### src/rtl/countdown_pkg.sv
// countdown_pkg: shared FSM encoding and BCD constants for the seconds countdown
package countdown_pkg;
  typedef enum logic [1:0] {IDLE, RUNNING, PAUSED, EXPIRED} state_t;
  localparam int DIGIT_W = 4;
  localparam int MAX_SECS = 99;
endpackage

### src/rtl/bcd_digit_down.sv
// bcd_digit_down: single BCD digit decrementer, borrows when wrapping 0 to 9
module bcd_digit_down
  import countdown_pkg::*;
(
  input  logic [DIGIT_W-1:0] digit,
  input  logic               dec_en,
  output logic [DIGIT_W-1:0] next_digit,
  output logic               borrow
);
  always_comb begin
    borrow = dec_en && (digit == '0);
    next_digit = !dec_en ? digit : (digit == '0) ? DIGIT_W'(9) : digit - 1'b1;
  end
endmodule

### src/rtl/seconds_countdown.sv
// seconds_countdown: two-digit BCD seconds countdown with run/pause/expire control
module seconds_countdown
  import countdown_pkg::*;
#(
  parameter int START_SECONDS = 60
) (
  input  logic               clk,
  input  logic               rst,
  input  logic               tick,
  input  logic               load,
  input  logic [6:0]         load_secs,
  input  logic               start,
  input  logic               pause,
  output logic [DIGIT_W-1:0] secs_tens,
  output logic [DIGIT_W-1:0] secs_ones,
  output logic               running,
  output logic               expired,
  output logic               expired_pulse
);
  localparam logic [DIGIT_W-1:0] RST_TENS = DIGIT_W'(START_SECONDS / 10);
  localparam logic [DIGIT_W-1:0] RST_ONES = DIGIT_W'(START_SECONDS % 10);
  state_t state, state_n;
  logic [DIGIT_W-1:0] tens, ones, tens_n, ones_n, ld_tens, ld_ones, dec_tens, dec_ones;
  logic [6:0] clamped;
  logic pulse, pulse_n, do_tick, ones_borrow, unused_tens_borrow, count_zero, at_one;
  always_comb begin
    clamped = (load_secs > 7'(MAX_SECS)) ? 7'(MAX_SECS) : load_secs;
    ld_tens = DIGIT_W'(clamped / 7'd10);
    ld_ones = DIGIT_W'(clamped % 7'd10);
    count_zero = (tens == '0) && (ones == '0);
    at_one = (tens == '0) && (ones == DIGIT_W'(1));
    // pause wins over a coincident tick, so the tick is simply not applied
    do_tick = (state == RUNNING) && tick && !pause;
  end
  bcd_digit_down u_ones (
    .digit(ones), .dec_en(do_tick), .next_digit(dec_ones), .borrow(ones_borrow)
  );
  bcd_digit_down u_tens (
    .digit(tens), .dec_en(do_tick && ones_borrow), .next_digit(dec_tens), .borrow(unused_tens_borrow)
  );
  always_ff @(posedge clk) begin
    if (rst) begin
      state <= IDLE;
      tens  <= RST_TENS;
      ones  <= RST_ONES;
      pulse <= 1'b0;
    end else begin
      state <= state_n;
      tens  <= tens_n;
      ones  <= ones_n;
      pulse <= pulse_n;
    end
  end
  always_comb begin
    state_n = state;
    tens_n = load ? ld_tens : dec_tens;
    ones_n = load ? ld_ones : dec_ones;
    pulse_n = 1'b0;
    if (load) state_n = IDLE;
    else
      case (state)
        IDLE:    if (start && !count_zero) state_n = RUNNING;
        RUNNING: if (pause) state_n = PAUSED;
                 else if (tick && at_one) begin
                   state_n = EXPIRED;
                   pulse_n = 1'b1;
                 end
        PAUSED:  if (start) state_n = RUNNING;
        default: state_n = state;
      endcase
  end
  always_comb begin
    secs_tens = tens;
    secs_ones = ones;
    running = (state == RUNNING);
    expired = (state == EXPIRED);
    expired_pulse = pulse;
  end
endmodule

### config.mk
export PLATFORM = sky130hd
export DESIGN_NAME = seconds_countdown
export DESIGN_NICKNAME = d
export VERILOG_FILES = /design/src/rtl/countdown_pkg.sv /design/src/rtl/bcd_digit_down.sv /design/src/rtl/seconds_countdown.sv
export SDC_FILE = /design/constraint.sdc
export NUM_CORES = 1
export LEC_CHECK = 0
export BUFFER_PORTS_ARGS = -buffer_cell sky130_fd_sc_hd__clkbuf_2
export CORE_MARGIN = 4
export CORE_UTILIZATION = 56
export DETAILED_ROUTE_END_ITERATION = 10
export GPL_TIMING_DRIVEN = 0
export PLACE_DENSITY = 0.87
export SLEW_MARGIN = 10
export SYNTH_ARGS = -nofsm -noshare
export SYNTH_HDL_FRONTEND = slang
export SYNTH_SLANG_ARGS = --single-unit
### constraint.sdc
create_clock -name clk -period 5.4 [get_ports clk]
set_input_delay 0.27 -clock clk [delete_from_list [all_inputs] [get_ports clk]]
set_output_delay 0.27 -clock clk [all_outputs]
set_load 0.01 [all_outputs]
* Yosys cells after proc, flatten, opt, wreduce, memory -nomap -nowiden *
Cells that the tools add are included.

storage, ports and cells
  output and inout port bits = 11
  register bits = 11

operators by class
  add/subtract/negate cells = 2
  divide/modulo/power cells = 2
  magnitude comparators = 1
  equality and inequality tests = 7
  bitwise operators = 1
  multiplexer cells = 13
  reductions and logical operators = 19

operators with widths
  cell                   number
  $mux W4                6
  $logic_and A1 B1 Y1    8
  $logic_not A4 Y1       2
  $mux W2                4
  $sub A4 B1 Y4 const B  2
  $div A7 B4 Y7 const B  1
  $gt A7 B7 Y1 const B   1
  $mod A7 B4 Y7 const B  1
  $mux W7                1
  $pmux W2 S3            1
  $eq A2 B2 Y1 const B   2
  $eq A4 B1 Y1 const B   1
  $ne A2 B2 Y1 const B   2
  $reduce_and A4 Y1      1
  $reduce_bool A2 Y1     2
  $reduce_or A4 Y1       1
  $ne A3 B2 Y1 const B   1
  $reduce_bool A3 Y1     1
  $eq A2 B1 Y1 const B   1
  $logic_not A1 Y1       2
  $logic_not A2 Y1       1
  $reduce_or A2 Y1       1
  $mux W1                1
  $not A1 Y1             1

* Depth between registers and ports, before layout *
Gate-level depths: netlist of the first run.

  depth after elaboration = 7
  mapped depth = 19

* By module *
A second synthesis of the first run with hierarchy kept.

second synthesis, totals
  cells, all modules = 151
  area total of the unflattened synthesis = 1232.4 um2

modules (own cells, without submodules)
  module             seq. area each (um2)  area an instance (um2)  instances  cells each
  seconds_countdown  220.2                 1074.8                  1          129
  bcd_digit_down     0.0                   78.8                    2          11

* Worst setup path before layout of the first run *
OpenSTA, ideal clock, no wires.

  path type = input port to flip-flop
  from = input load_secs[6]
  to = register ones[2], in the netlist secs_ones[2]
  arrival = 3.913 ns
  stages on the path = 19
  path slack = 1.413 ns
  library setup time = 0.074 ns
  cells stage by stage = buf_6 -> buf_2 -> a21oi_1 -> ha_1 -> buf_2 -> and4b_4 -> a21oi_4 -> inv_1 -> ha_1 -> or2_2 -> a32oi_1 -> a21oi_1 -> a2111oi_2 -> nor3_1 -> ha_1 -> a22oi_1 -> o311ai_0 -> a311o_1 -> a31oi_1

on the way
  longest elaborated chain between the ends = 4

RTL lines
  element                 line                     RTL
  start: declaration      seconds_countdown.sv:11  input logic [6:0] load_secs,
  $gt A7 B7 Y1            seconds_countdown.sv:27  clamped = (load_secs > 7'(MAX_SECS)) ? 7'(MAX_SECS) : load_secs;
  $mux W7 *               seconds_countdown.sv:27
  $mod A7 B4 Y7 *         seconds_countdown.sv:29  ld_ones = DIGIT_W'(clamped % 7'd10);
  $mux W4 *               seconds_countdown.sv:57  ones_n = load ? ld_ones : dec_ones;
  end signal: assignment  seconds_countdown.sv:50  ones <= ones_n;
  end: declaration        seconds_countdown.sv:23  logic [DIGIT_W-1:0] tens, ones, tens_n, ones_n, ld_tens, ld_ones, dec_tens, dec_ones;

Mark *: on every way between the ends. The rest lies on a longest branch, timed or not.
A chain may end at the register's enable or synchronous reset.

* Worst setup path after layout of the first run *
  from = input load_secs[5]
  to = register ones[2], in the netlist secs_ones[2]

Same word-level chain as after synthesis.

==> results of run 1 <==
## routing by layer
layer / up-vias / track usage, % / share of wire, %
met5: - / 0 / 0
met4: 0 / 14.6 / 3.1
met3: 10 / 2.53 / 5.9
met2: 63 / 34.8 / 49
met1: 688 / 24.7 / 42
li1: 708 / - / -
## layout by cell type (no fill, tap or decap), types with 3 or more instances in the layout
cell	count
a211oi_1	5
clkbuf_4	3
clkbuf_1	4
nand2b_1	3
nand2_1	12
inv_1	9
nor3_1	8
clkbuf_2	20
nor3b_1	4
o21ai_0	7
a21oi_1	14
a21o_1	4
nor2_1	24
a211o_1	4
ha_1	3
mux2i_1	3
nand3_1	3
dfxtp_1	11
## flip-flops by register name, summed over array words and instances, names as in the netlist
register,cells
secs_tens,4
secs_ones,4
state,2
expired_pulse,1
## power by group through the flow
stage                     combinational (µW)  clock, µW  sequential (µW)
after floorplan                         97.4          0             99.6
after global placement                   127          0             97.2
after detailed placement                 131          0             98.0
after CTS                                132       54.3             96.2
after global routing                     146       56.5             97.8
final                                    134       52.8             96.4
## kinds of logic after synthesis
kind of cell    Yosys count  share of synthesized area (%)
compound gates           64                           40.2
xor+xnor                  3                           1.99
mux                       3                           2.27
flops                    11                           16.6
buf+inv                  19                           6.99
simple gates             72                           29.1
fa+ha+maj                 3                           2.84
## worst max path at each step
stage	start	endpoint	slack (ns)	cells after the start
after floorplan	load_secs[6]	secs_ones[2]	1.41	19
after global placement	load_secs[6]	secs_ones[2]	1.04	19
after detailed placement	load_secs[5]	secs_ones[2]	0.82	19
after CTS	load_secs[5]	secs_ones[2]	1.10	19
after global routing	load_secs[5]	secs_ones[2]	0.75	19
final	load_secs[5]	secs_ones[2]	1.03	19
## critical path, cell delays in order
cell       delay, ns
clkbuf_2        0.18
buf_6           0.16
a21oi_1         0.07
ha_1            0.17
buf_2           0.18
and4b_4         0.25
a21oi_4         0.26
inv_1           0.14
ha_1            0.30
or2_2           0.32
a32oi_1         0.28
a21oi_1         0.13
a2111oi_2       0.51
nor3_1          0.16
ha_1            0.27
a22oi_1         0.17
o311ai_0        0.19
a311o_1         0.39
a31oi_1         0.16
## cell type report
class	count	area (µm²)	share of cell area, %
Buffer	9	52.6	3.55
Clock buffer	4	26.3	1.78
Inverter	10	40.0	2.70
Multi-Input combinational cell	145	1010	68.3
Sequential cell	11	220	14.9
Tap cell	28	35.0	2.37
Timing Repair Buffer	19	95.1	6.42
## stage by stage
stage                     area [µm²]  setup WS [ns]  utilization (%)
after floorplan                 1320           1.41                -
after global placement          1450           1.04             65.1
after detailed placement        1450          0.816             65.1
after CTS                       1480           1.10             66.3
after global routing            1480          0.750             66.3
final                           1480           1.03             66.3
==> impl_metrics.py, run 1 <==
metrics = {
    "run_status": {
        "status": "completed",
    },
    "clocking": {
        "path_clk_slew_ns": 0.06,
        "cts.sinks": 11,
        "post-cts-setup-buffers": 0,
        "clock_latency_ns": 0.26,
        "cts_resized": 0,
        "tritoncts": "yes",
        "clk_path_buf_depth": 2,
        "cts_hold_buf": 0,
        "clock_tree.htree_level_count": 1,
        "cts.root.buffer_cell": "clkbuf_4",
        "cts_buffers": 3,
    },
    "critical_path": {
        "worstPathMaxFanout": 10,
        "reg2reg_depth": 8,
        "start_kind": "input pin",
        "end_kind": "flop",
        "rrSetupSlack_ns": 2.97,
        "cp.arrival_ns": 4.56,
        "r2r_end": "secs_tens[1]",
        "cp.required_ns": 5.59,
        "worstSetupPathType": "in -> reg",
        "r2r-start": "state[0]",
    },
    "synthesis": {
        "netlist_instances": 175,
        "yosys_register_bits": 11,
        "syn-num-nets": 191,
        "postSynth.asyncResetShare_pct": 0,
        "ys_top_cells_by_count": "nor2_1 (24), a21oi_1 (14), nand2_1 (12)",
        "yosysMostFrequentCell": "nor2_1",
        "synth_edf_count": 0,
        "ys_seq_area_share_pct": 16.6,
        "synth_area_leader_cell": "dfxtp_1",
        "netlist_area_mm2": 0.00132,
        "synth.avg_cell_area_um2": 7.56,
        "ys_types": 62,
        "ys_top_cells_by_area": "dfxtp_1 (17%), nor2_1 (6.8%), a21oi_1 (5.3%)",
        "yosysTopAreaCellShare_pct": 16.6,
        "synth_ff_type": "dfxtp_1",
        "yosysWarnings": 0,
    },
    "sta": {
        "finClkSkew_ns": 0.00334,
        "timing.final.max_slew_violations": 0,
        "final.period_utilization_pct": 80.9,
        "setup_violations": 0,
        "rsz0062_at_grt": "false",
        "finalHoldViolations": 0,
        "period_minus_slack_ns": 4.37,
        "tightest_slew_ns": 0.759,
        "slew_headroom_pct": 49.0,
        "max_freq_mhz": 229,
        "tns_ns": 0,
        "holdWs_ns": 0.269,
    },
    "power_and_ir_drop": {
        "p_int_uw": 171,
        "combPwrFrac_pct": 47.3,
        "ir_worst_vdd_uv": 104,
        "powerDensity_mw_per_mm2": 191,
        "seq_power_share_pct": 34.1,
        "switching_share_pct": 39.5,
        "clkPwrFrac_pct": 18.7,
        "power_uw": 283,
        "p_sw_uw": 112,
        "p_leak_uw": 0.000601,
    },
    "hold_path": {
        "hp-start": "start",
        "worstHoldPathType": "in -> reg",
        "min_to": "state[0]",
        "whs_path_depth": 3,
    },
    "floorplanning": {
        "dieArea_mm2": 0.00321,
        "die_y_um": 56.6,
        "rows": 17,
        "core_area_mm2": 0.00223,
        "initial_core_util_pct": 59.3,
        "ioPinCount": 24,
        "die_x_um": 56.6,
    },
    "detailed_routing": {
        "via_count": 1469,
        "initialDrtViolationCount": 85,
        "drt_wl_total_mm": 3.36,
        "ant_nets": 0,
        "drc": 0,
        "wire_per_inst_um": 14.9,
        "avgViaCountPerCell": 6.50,
        "drt_pass1_iterations": 5,
    },
    "cells_and_area": {
        "antenna_cells": 0,
        "final_cells": 226,
        "nets": 215,
        "n_fill_cell": 189,
        "area_delta_synth_final_pct": 11.8,
        "drive_gt1_share_pct": 21.2,
    },
    "global_route": {
        "grt_max_degree": 11,
        "grt_pass1_wl_mm": 5.50,
        "grt_pass1_vias": 1307,
        "antenna_found_initial": 0,
        "gr-usage-all-layers_pct": 21.0,
        "overflow": 0,
    },
    "placement": {
        "place_congestion": 0.984,
        "placed_cells": 222,
        "hpwl_mm": 2.68,
        "portBuffers": 19,
    },
    "job": {
        "cap_violations": 0,
    },
}
(Power assumes the default switching activity.)
==> run 2, diff against run 1 <==
--- a/config.mk
+++ b/config.mk
@@ -5,12 +5,13 @@
 export SDC_FILE = /design/constraint.sdc
 export NUM_CORES = 1
 export LEC_CHECK = 0
+export ABC_AREA = 1
 export BUFFER_PORTS_ARGS = -buffer_cell sky130_fd_sc_hd__clkbuf_2
 export CORE_MARGIN = 4
-export CORE_UTILIZATION = 56
+export CORE_UTILIZATION = 53
 export DETAILED_ROUTE_END_ITERATION = 10
 export GPL_TIMING_DRIVEN = 0
-export PLACE_DENSITY = 0.87
+export PLACE_DENSITY = 0.86
 export SLEW_MARGIN = 10
 export SYNTH_ARGS = -nofsm -noshare
 export SYNTH_HDL_FRONTEND = slang
==> constraint.sdc (replaced) <==
create_clock -name clk -period 4.4 [get_ports clk]
set_input_delay 0.22 -clock clk [delete_from_list [all_inputs] [get_ports clk]]
set_output_delay 0.22 -clock clk [all_outputs]
set_load 0.01 [all_outputs]
==> impl_metrics.py, run 2 <==
metrics = {
    "clocking": {
        "post-cts-setup-buffers": 0,
        "tritoncts": "yes",
        "cts_buffers": 3,
        "clock_latency_ns": 0.26,
        "clock_tree.htree_level_count": 1,
        "cts_hold_buf": 0,
        "cts_resized": 0,
        "clk_path_buf_depth": 2,
        "cts.sinks": 11,
        "cts.root.buffer_cell": "clkbuf_4",
        "path_clk_slew_ns": 0.07,
    },
    "synthesis": {
        "synth_area_leader_cell": "dfxtp_1",
        "yosys.area_share.adder_pct": 3.58,
        "yosysWarnings": 0,
        "ys_seq_area_share_pct": 21.0,
        "synthSimpleGateAreaFrac_pct": 42.5,
        "ys_top_cells_by_count": "nand2_1 (35), inv_1 (26), nor2_1 (19)",
        "ys_top_cells_by_area": "dfxtp_1 (21%), nand2_1 (13%), inv_1 (9.3%)",
        "synth_ff_type": "dfxtp_1",
        "postSynth.asyncResetShare_pct": 0,
        "yosys_register_bits": 11,
        "synth_top_family_by_area": "simple AND/OR/NAND/NOR gates",
        "muxShareOfSynthArea_pct": 0,
        "syn-num-nets": 191,
        "synth_xor_xnor_area_share_pct": 0.835,
        "synth_edf_count": 0,
        "netlist_area_mm2": 0.00105,
        "synth.avg_cell_area_um2": 5.99,
        "ys_types": 26,
        "netlist_instances": 175,
        "yosysMostFrequentCell": "nand2_1",
        "synth-compound-area-share_pct": 20.3,
        "yosysTopAreaCellShare_pct": 21.0,
    },
    "critical_path": {
        "start_kind": "input pin",
        "worstPathMaxFanout": 4,
        "worstSetupPathType": "in -> reg",
        "end_kind": "flop",
        "cp.arrival_ns": 2.80,
        "cp.required_ns": 4.55,
    },
    "cells_and_area": {
        "mostFrequentLayoutCells": "nand2_1 (35), inv_1 (26), clkbuf_2 (23)",
        "drive_gt1_share_pct": 25.7,
        "nets": 219,
        "final_common_cell": "nand2_1",
        "antenna_cells": 0,
        "area_delta_synth_final_pct": 16.5,
    },
    "global_route": {
        "top_usage_layer": "met2",
        "grt_pass1_wl_mm": 4.04,
        "grt_max_degree": 11,
        "gr-usage-met2_pct": 34.7,
        "met1_usage_pct": 22.8,
        "antenna_found_initial": 0,
        "overflow": 0,
        "gr-usage-all-layers_pct": 18.9,
        "met3_usage_pct": 2.56,
        "grt_pass1_vias": 1024,
    },
    "floorplanning": {
        "ioPinCount": 24,
        "initial_core_util_pct": 58.2,
        "die_y_um": 52.5,
        "core_area_mm2": 0.00180,
        "die_x_um": 52.5,
        "rows": 15,
        "dieArea_mm2": 0.00275,
    },
    "sta": {
        "tightest_slew_ns": 0.425,
        "rsz0062_at_grt": "false",
        "max_freq_mhz": 378,
        "finClkSkew_ns": 0.00474,
        "period_minus_slack_ns": 2.65,
        "tns_ns": 0,
        "finalHoldViolations": 0,
        "slew_headroom_pct": 71.6,
        "setup_violations": 0,
        "final.period_utilization_pct": 60.2,
        "timing.final.max_slew_violations": 0,
    },
    "detailed_routing": {
        "wire_per_inst_um": 11.0,
        "initialDrtViolationCount": 26,
        "avgViaCountPerCell": 5.21,
        "drt_wl_total_mm": 2.51,
        "drt_pass1_iterations": 4,
        "drc": 0,
        "ant_nets": 0,
        "via_count": 1183,
    },
    "run_status": {
        "status": "completed",
    },
    "power_and_ir_drop": {
        "p_leak_uw": 0.000661,
        "powerDensity_mw_per_mm2": 278,
        "ir_worst_vdd_uv": 126,
        "power_uw": 339,
    },
    "placement": {
        "portBuffers": 23,
        "hpwl_mm": 2.08,
        "place_congestion": 0.859,
    },
    "job": {
        "cap_violations": 0,
    },
    "hold_path": {
        "worstHoldPathType": "in -> reg",
    },
}
## run 2: worst paths after layout
path / startpoint / to / slack, ns / depth (start not counted)
hold reg to reg: state[1] / state[1] / 0.54 / 2
setup / recovery: load_secs[6] / secs_ones[1] / 1.75 / 27
hold / removal: pause / expired_pulse / 0.18 / 2
setup reg to reg: state[0] / secs_tens[1] / 2.53 / 10
## run 2: per-stage QoR
| stage | hold WS (ns) | setup WS [ns] | std cells | util (%) | cell area (µm²) |
|---|---|---|---|---|---|
| 2_1_floorplan | 0.298 | 1.94 | 175 | - | 1050 |
| 3_3_place_gp | 0.437 | 1.66 | 223 | 66.3 | 1190 |
| 3_5_place_dp | 0.451 | 1.52 | 223 | 66.3 | 1190 |
| 4_1_cts | 0.176 | 1.77 | 227 | 67.8 | 1220 |
| 5_1_grt | 0.181 | 1.48 | 227 | 67.8 | 1220 |
| 6_report | 0.177 | 1.75 | 227 | 67.8 | 1220 |
## run 2: area by class of cell
class	instances	area, µm²
plain buffers	1	3.75
clock buffers	4	26.3
fillers	164	581
inverters	32	120
multi-input cells	131	704
flip-flops and latches	11	220
well taps	25	31.3
repair buffers	23	115
## run 2: worst max-delay path, cell delays in order
cell and delay (ns):
clkbuf_2 0.11, nand2_1 0.08, nand2_1 0.08, inv_1 0.04
ha_1 0.18, o21ai_1 0.17, nand2_1 0.08, nand2_2 0.12
ha_1 0.17, inv_1 0.07, nand3_4 0.09, nand2_4 0.07
nand2_4 0.09, nand2_1 0.06, nand2_2 0.08, nand2_2 0.08
nand2_2 0.10, nand2_1 0.08, nand2_1 0.08, inv_2 0.04
ha_1 0.17, inv_1 0.08, nand3_2 0.10, nand3_2 0.12
nand2_1 0.08, nand3_1 0.11, a21oi_2 0.05
## run 2: cell families (layout without fill, tap and decap cells)
family,Yosys count,after routing
simple gates,90,90
compound gates,37,37
buf+inv,33,60
flops,11,11
fa+ha+maj,3,3
xor+xnor,1,1
## run 2: routing by layer
layer	vias up	share of wire, %	routed length, µm
li1	628	-	-
met1	521	46	1150
met2	32	49	1220
met3	2	4.3	109
met4	0	0.92	23
met5	-	0	0
## run 2: report_power, final
group	internal [µW]	switching, µW
Sequential	109	9.83
Clock	35.0	35.1
Combinational	53.5	97.1
